==> config.mk <==
export PLATFORM = sky130hd
export DESIGN_NAME = iob_fifo_sync_thr_flat
export DESIGN_NICKNAME = d
export VERILOG_FILES = /design/src/rtl/iob_fifo_sync_thr_if.sv /design/src/rtl/iob_fifo_sync_thr.sv /design/src/flat_wrapper.sv
export SDC_FILE = /design/constraint.sdc
export NUM_CORES = 1
export LEC_CHECK = 0
export ABC_AREA = 1
export CAP_MARGIN = 20
export CORE_MARGIN = 4
export CORE_UTILIZATION = 51
export DETAILED_ROUTE_END_ITERATION = 8
export PLACE_DENSITY = 0.72
export RECOVER_POWER = 50
export SETUP_SLACK_MARGIN = 0.4
export SLEW_MARGIN = 20
export SYNTH_ARGS = -nofsm -noshare
export SYNTH_HDL_FRONTEND = slang
export SYNTH_SLANG_ARGS = --single-unit
==> constraint.sdc <==
create_clock -name clk_i -period 2.5 [get_ports clk_i]
set_input_delay 0.25 -clock clk_i [delete_from_list [all_inputs] [get_ports clk_i]]
set_output_delay 0.25 -clock clk_i [all_outputs]
set_load 0.03 [all_outputs]
==> src/rtl/iob_fifo_sync_thr_if.sv <==
// iob_fifo_sync_thr_if
//   Handshake/status bundle for iob_fifo_sync_thr. Signal names keep the
//   original port names of the FIFO.
//   master : the FIFO user (drives requests, data, thresholds, error clear)
//   slave  : the FIFO itself (drives data out, flags, level, error flags)
interface iob_fifo_sync_thr_if #(
  parameter int DATA_W = 8,
  parameter int ADDR_W = 4
);
  logic              w_en_i;
  logic [DATA_W-1:0] w_data_i;
  logic              w_full_o;
  logic              r_en_i;
  logic [DATA_W-1:0] r_data_o;
  logic              r_empty_o;
  logic [ADDR_W:0]   almost_full_lvl_i;
  logic [ADDR_W:0]   almost_empty_lvl_i;
  logic              almost_full_o;
  logic              almost_empty_o;
  logic              err_clr_i;
  logic              w_overflow_o;
  logic              r_underflow_o;
  logic [ADDR_W:0]   level_o;

  modport master (
    output w_en_i, w_data_i, r_en_i, almost_full_lvl_i, almost_empty_lvl_i,
           err_clr_i,
    input  w_full_o, r_data_o, r_empty_o, almost_full_o, almost_empty_o,
           w_overflow_o, r_underflow_o, level_o
  );

  modport slave (
    input  w_en_i, w_data_i, r_en_i, almost_full_lvl_i, almost_empty_lvl_i,
           err_clr_i,
    output w_full_o, r_data_o, r_empty_o, almost_full_o, almost_empty_o,
           w_overflow_o, r_underflow_o, level_o
  );
endinterface

==> src/rtl/iob_fifo_sync_thr.sv <==
// iob_fifo_sync_thr
//   Single-clock FIFO, register-array storage, DEPTH = 2**ADDR_W words.
//   Runtime almost-full / almost-empty thresholds, full-range level count
//   (0..DEPTH) and sticky overflow / underflow flags.
// Ports:
//   clk_i  : clock, rising edge
//   arst_i : asynchronous active-high reset
//   rst_i  : synchronous active-high soft clear (pointers, level, flags, errors)
//   bus    : iob_fifo_sync_thr_if.slave (write/read handshake, data,
//            thresholds, status flags, level, error flags/clear)
// Build option:
//   IOB_FIFO_SYNC_FWFT_EN : first-word fall-through read data (combinational
//   r_data_o = mem[r_ptr]); otherwise registered read with 1-cycle latency.
module iob_fifo_sync_thr #(
  parameter int DATA_W = 8,
  parameter int ADDR_W = 4
) (
  input logic               clk_i,
  input logic               arst_i,
  input logic               rst_i,
  iob_fifo_sync_thr_if.slave bus
);
  localparam int DEPTH = 2 ** ADDR_W;

  logic [DATA_W-1:0] mem [DEPTH];
  logic [ADDR_W-1:0] w_ptr, r_ptr;
  logic [ADDR_W:0]   level_q;
  logic [ADDR_W+1:0] level_nxt;
  logic              full_q, empty_q, afull_q, aempty_q;
  logic              ovf_q, unf_q;
  logic              w_en_int, r_en_int;

  assign w_en_int = bus.w_en_i & ~full_q;
  assign r_en_int = bus.r_en_i & ~empty_q;

  // One extra bit keeps the +1/-1 arithmetic and threshold compares exact.
  always_comb begin
    level_nxt = {1'b0, level_q} + (ADDR_W+2)'(w_en_int)
                - (ADDR_W+2)'(r_en_int);
  end

  // Storage is intentionally not reset.
  always_ff @(posedge clk_i) begin
    if (w_en_int) mem[w_ptr] <= bus.w_data_i;
  end

  always_ff @(posedge clk_i or posedge arst_i) begin
    if (arst_i) begin
      w_ptr    <= '0;
      r_ptr    <= '0;
      level_q  <= '0;
      full_q   <= 1'b0;
      empty_q  <= 1'b1;
      afull_q  <= 1'b0;
      aempty_q <= 1'b1;
    end else if (rst_i) begin
      w_ptr    <= '0;
      r_ptr    <= '0;
      level_q  <= '0;
      full_q   <= 1'b0;
      empty_q  <= 1'b1;
      afull_q  <= 1'b0;
      aempty_q <= 1'b1;
    end else begin
      if (w_en_int) w_ptr <= w_ptr + ADDR_W'(1);
      if (r_en_int) r_ptr <= r_ptr + ADDR_W'(1);
      level_q  <= level_nxt[ADDR_W:0];
      // Flags come from level_nxt so they line up with level_o each cycle.
      empty_q  <= (level_nxt == '0);
      full_q   <= (level_nxt == (ADDR_W+2)'(DEPTH));
      afull_q  <= (level_nxt >= {1'b0, bus.almost_full_lvl_i});
      aempty_q <= (level_nxt <= {1'b0, bus.almost_empty_lvl_i});
    end
  end

  // Sticky errors: a new event wins over a clear in the same cycle.
  always_ff @(posedge clk_i or posedge arst_i) begin
    if (arst_i) begin
      ovf_q <= 1'b0;
      unf_q <= 1'b0;
    end else if (rst_i) begin
      ovf_q <= 1'b0;
      unf_q <= 1'b0;
    end else begin
      if (bus.w_en_i & full_q)  ovf_q <= 1'b1;
      else if (bus.err_clr_i)   ovf_q <= 1'b0;
      if (bus.r_en_i & empty_q) unf_q <= 1'b1;
      else if (bus.err_clr_i)   unf_q <= 1'b0;
    end
  end

`ifdef IOB_FIFO_SYNC_FWFT_EN
  assign bus.r_data_o = mem[r_ptr];
`else
  logic [DATA_W-1:0] r_data_q;

  always_ff @(posedge clk_i or posedge arst_i) begin
    if (arst_i)        r_data_q <= '0;
    else if (rst_i)    r_data_q <= '0;
    else if (r_en_int) r_data_q <= mem[r_ptr];
  end

  assign bus.r_data_o = r_data_q;
`endif

  assign bus.w_full_o       = full_q;
  assign bus.r_empty_o      = empty_q;
  assign bus.almost_full_o  = afull_q;
  assign bus.almost_empty_o = aempty_q;
  assign bus.w_overflow_o   = ovf_q;
  assign bus.r_underflow_o  = unf_q;
  assign bus.level_o        = level_q;
endmodule

==> src/flat_wrapper.sv <==
// flat-port wrapper written by rule: the top's interface ports become plain ports
module iob_fifo_sync_thr_flat 
#(
  parameter int DATA_W = 8,
  parameter int ADDR_W = 4
)
  (clk_i, arst_i, rst_i, bus_w_en_i, bus_w_data_i, bus_r_en_i, bus_almost_full_lvl_i, bus_almost_empty_lvl_i, bus_err_clr_i, bus_w_full_o, bus_r_data_o, bus_r_empty_o, bus_almost_full_o, bus_almost_empty_o, bus_w_overflow_o, bus_r_underflow_o, bus_level_o);
  iob_fifo_sync_thr_if #(.DATA_W(DATA_W), .ADDR_W(ADDR_W)) bus_i ();
  input logic clk_i;
  input logic arst_i;
  input logic rst_i;
  input wire logic [$bits(bus_i.w_en_i)-1:0] bus_w_en_i;
  input wire logic [$bits(bus_i.w_data_i)-1:0] bus_w_data_i;
  input wire logic [$bits(bus_i.r_en_i)-1:0] bus_r_en_i;
  input wire logic [$bits(bus_i.almost_full_lvl_i)-1:0] bus_almost_full_lvl_i;
  input wire logic [$bits(bus_i.almost_empty_lvl_i)-1:0] bus_almost_empty_lvl_i;
  input wire logic [$bits(bus_i.err_clr_i)-1:0] bus_err_clr_i;
  output wire logic [$bits(bus_i.w_full_o)-1:0] bus_w_full_o;
  output wire logic [$bits(bus_i.r_data_o)-1:0] bus_r_data_o;
  output wire logic [$bits(bus_i.r_empty_o)-1:0] bus_r_empty_o;
  output wire logic [$bits(bus_i.almost_full_o)-1:0] bus_almost_full_o;
  output wire logic [$bits(bus_i.almost_empty_o)-1:0] bus_almost_empty_o;
  output wire logic [$bits(bus_i.w_overflow_o)-1:0] bus_w_overflow_o;
  output wire logic [$bits(bus_i.r_underflow_o)-1:0] bus_r_underflow_o;
  output wire logic [$bits(bus_i.level_o)-1:0] bus_level_o;
  assign bus_i.w_en_i = bus_w_en_i;
  assign bus_i.w_data_i = bus_w_data_i;
  assign bus_i.r_en_i = bus_r_en_i;
  assign bus_i.almost_full_lvl_i = bus_almost_full_lvl_i;
  assign bus_i.almost_empty_lvl_i = bus_almost_empty_lvl_i;
  assign bus_i.err_clr_i = bus_err_clr_i;
  assign bus_w_full_o = bus_i.w_full_o;
  assign bus_r_data_o = bus_i.r_data_o;
  assign bus_r_empty_o = bus_i.r_empty_o;
  assign bus_almost_full_o = bus_i.almost_full_o;
  assign bus_almost_empty_o = bus_i.almost_empty_o;
  assign bus_w_overflow_o = bus_i.w_overflow_o;
  assign bus_r_underflow_o = bus_i.r_underflow_o;
  assign bus_level_o = bus_i.level_o;
  iob_fifo_sync_thr #(.DATA_W(DATA_W), .ADDR_W(ADDR_W)) u_core (.clk_i(clk_i), .arst_i(arst_i), .rst_i(rst_i), .bus(bus_i));
endmodule
==> out/qor.txt <==
Antenna diodes: 0
Failing checks: negative setup slack
Crit path max fanout: 2
Number of placement rows: 42
Placed insts: 867
CORE AREA: 13200 um2
Final setup vio count: 1
Sink Count: 155
CTS Hold Bufs: 0
Proportion of layout cells with a drive suffix above 1: 13.2%
Worst hold margin: 0.368 ns
DR vias/cell: 5.37
Most frequent CP cell: nand2_1
Post-Syn Nets: 690
Total GRT Usage: 21.6%
Status: complete, but fails checks
Setup Crit Path Kind: flip-flop to flip-flop
CTS clk-pin slew, worst paths: 0.06 ns
DRT antenna net count: 0
Final-report hold violation count: 0
Die width: 124 um
Maximum VDD drop: 864 uV
Yosys warnings: 0
Drt first-iter violations: 409
Final max-slew violation count: 0
Initial Utilization: 51.7%
RSZ-0062 raised after global routing: true
F_max: 393 MHz
Synth Instances: 644
Cell taking the most area after synthesis: edfxtp_1
Via count: 4846
Pin count of the biggest net entering global routing: 66
Register area share after synthesis: 66.3%
Synth top area share: 56.3%
Post-Syn Area per Cell: 10.6 um2
Slowest stage delay, CP: 0.56 ns
# H-tree levels: 4
P per Cell Area: 976 nW/um2
Synth cell types: 28
Worst slew pin tran: 0.763 ns
Overflow after GRT: 0
Crit end category: flip-flop
Num ports: 43
Top-count cell post-synth: nand2_1
Ys async rst share: 17.4%
Slew HR: 49.0%
CTS tree: built
Ranking of synthesized cells by area: edfxtp_1 56%, dfrtp_1 9.2%, nand2_1 7.6%
First-pass GRT wire length: 24600 um
Global placement routability congestion: 0.889
Initial antenna violation count: 0
Top cells by count, synth: 138 x nand2_1, 128 x edfxtp_1, 122 x nor2_1
Die H: 124 um
Number of global-route vias before repair: 4910
#FFs+latches synth: 155
Max-cap violation count: 0
CP arrival: 2.89 ns
Non-filler cells, final: 903
Max Buffers Root-to-Sink: 2
TritonCTS buffer count: 17
Crit-path cells: nor2_4 > ha_4 > inv_4 > ha_4 > inv_2 > fa_2 > inv_2 > ha_4 > a21oi_1 > o21ai_2 > nand2_1 > nand2_1 > o21ai_1 > nand2_1 > nand2_1
Final critical-path setup slack: -0.0440 ns
Final period utilization: 102%
DRT Pass-1 Iters: 4
Wire length per cell: 17.5 um
Min cycle time layout: 2.54 ns
Critical path required time: 2.85 ns
Clk_skew: 0.0115 ns
Predominant post-synthesis flop cell: edfxtp_1
Final nets: 760
CP max stage cell: dfstp_2
Dpl hpwl: 9880 um
Area growth, synth to finish: 22.1%
Post-synthesis cell area: 6830 um2
Worst skew pair latency: 0.42 ns
Drt total wl: 15800 um
Post-route DRC: 0
Leak: 3.32 nW
Die area: 15300 um2
CP startpoint kind: flip-flop
Hold Crit Class: primary input to async pin
Root buffer cell: clkbuf_16
Post-synth EDFFs: 128
Port buffer count: 42
## layout make-up
cell class,count,area (um2)
Fill cell,974,4850
Tap cell,176,220
Clock buffer,17,425
Clock inverter,15,185
Inverter,46,175
Sequential cell,155,4520
Multi-Input combinational cell,416,2090
Timing Repair Buffer,78,722
## worst max-delay path, delay by kind of cell, from the launching register on
family / cells / cell delay [ns]
AOI/OAI and AO/OA: 3 / 0.33
buffers and inverters: 3 / 0.16
and+or+nand+nor: 5 / 0.30
DFF: 1 / 0.56
adders and majority gates: 4 / 1.14
## state kept, by name, indices dropped and copies added (netlist names)
signal	flops
u_core.w_ptr	4
u_core.bus.r_empty_o	1
u_core.bus.almost_empty_o	1
u_core.bus.r_data_o	8
u_core.bus.r_underflow_o	1
u_core.bus.level_o	5
u_core.mem	128
u_core.bus.almost_full_o	1
u_core.r_ptr	4
u_core.bus.w_overflow_o	1
u_core.bus.w_full_o	1
## power by group
part	leakage [nW]	internal [mW]	switching [mW]
clock network	0.296	1.59	1.05
registers	1.51	2.93	0.0853
logic	1.51	1.06	1.42
## worst paths after layout
check / cells after the start / end / from / slack (ns)
max in group asynchronous: 3 / u_core.bus.r_underflow_o$_DFFE_PP0P_ / arst_i / 1.15
worst max-delay path: 15 / u_core.bus.almost_empty_o$_DFF_PP1_ / u_core.bus.r_empty_o$_DFF_PP1_ / -0.04
min in group clk_i: 3 / u_core.bus.r_underflow_o$_DFFE_PP0P_ / bus_r_en_i / 0.45
worst max register to register: 15 / u_core.bus.almost_empty_o$_DFF_PP1_ / u_core.bus.r_empty_o$_DFF_PP1_ / -0.04
worst min register to register: 2 / u_core.bus.r_data_o[6]$_DFFE_PP0P_ / u_core.bus.r_data_o[6]$_DFFE_PP0P_ / 0.49
worst min-delay path: 2 / u_core.bus.level_o[0]$_DFF_PP0_ / arst_i / 0.37
## routing by layer
metal / up-vias / wire (um) / track usage (%)
li1: 2302 / - / -
met1: 2342 / 6450 / 27.6
met2: 165 / 8100 / 35.5
met3: 37 / 767 / 4.36
met4: 0 / 518 / 9.90
met5: - / 0 / 0
## repair_timing
action	in CTS	in global routing
pin swaps	11	4
resized for setup	7	11
setup endpoints to repair	5	7
setup buffers	4	0
## cells in the final DEF (no fill, tap or decap), drive strengths merged, types with 5 or more instances in the layout
master           n
nor2           124
clkbuf          18
nand2          138
buf             35
o21ai           53
clkdlybuf4s50   32
inv             51
ha              21
nand3           55
dlygate4sd3      9
edfxtp         128
a21oi           13
clkinv           5
dfrtp           25
## cells by family after synthesis
logic type | count (synthesis) | share of synthesized area, %
adder cells (fa/ha/maj) | 22 | 4.14
AND/OR/NAND/NOR | 321 | 18.9
buffers and inverters | 73 | 5.06
XOR/XNOR | 2 | 0.257
AO/OA/AOI/OAI | 71 | 5.39
flip-flops | 155 | 66.3
## per-stage QoR
stage | worst slack [ns] | area [um2] | TNS, ns | total power, mW | util, %
floorplan | -0.103 | 6880 | -0.159 | 4.44 | -
global placement | -0.366 | 7620 | -0.715 | 5.08 | 57.7
detailed placement | -0.418 | 7620 | -1.01 | 5.15 | 57.7
CTS | 0.0478 | 8290 | 0 | 7.94 | 62.9
global route | -0.157 | 8340 | -0.251 | 8.56 | 63.2
finish | -0.0440 | 8340 | -0.0440 | 8.14 | 63.2
Note: power is estimated with default switching activity, not from simulation.
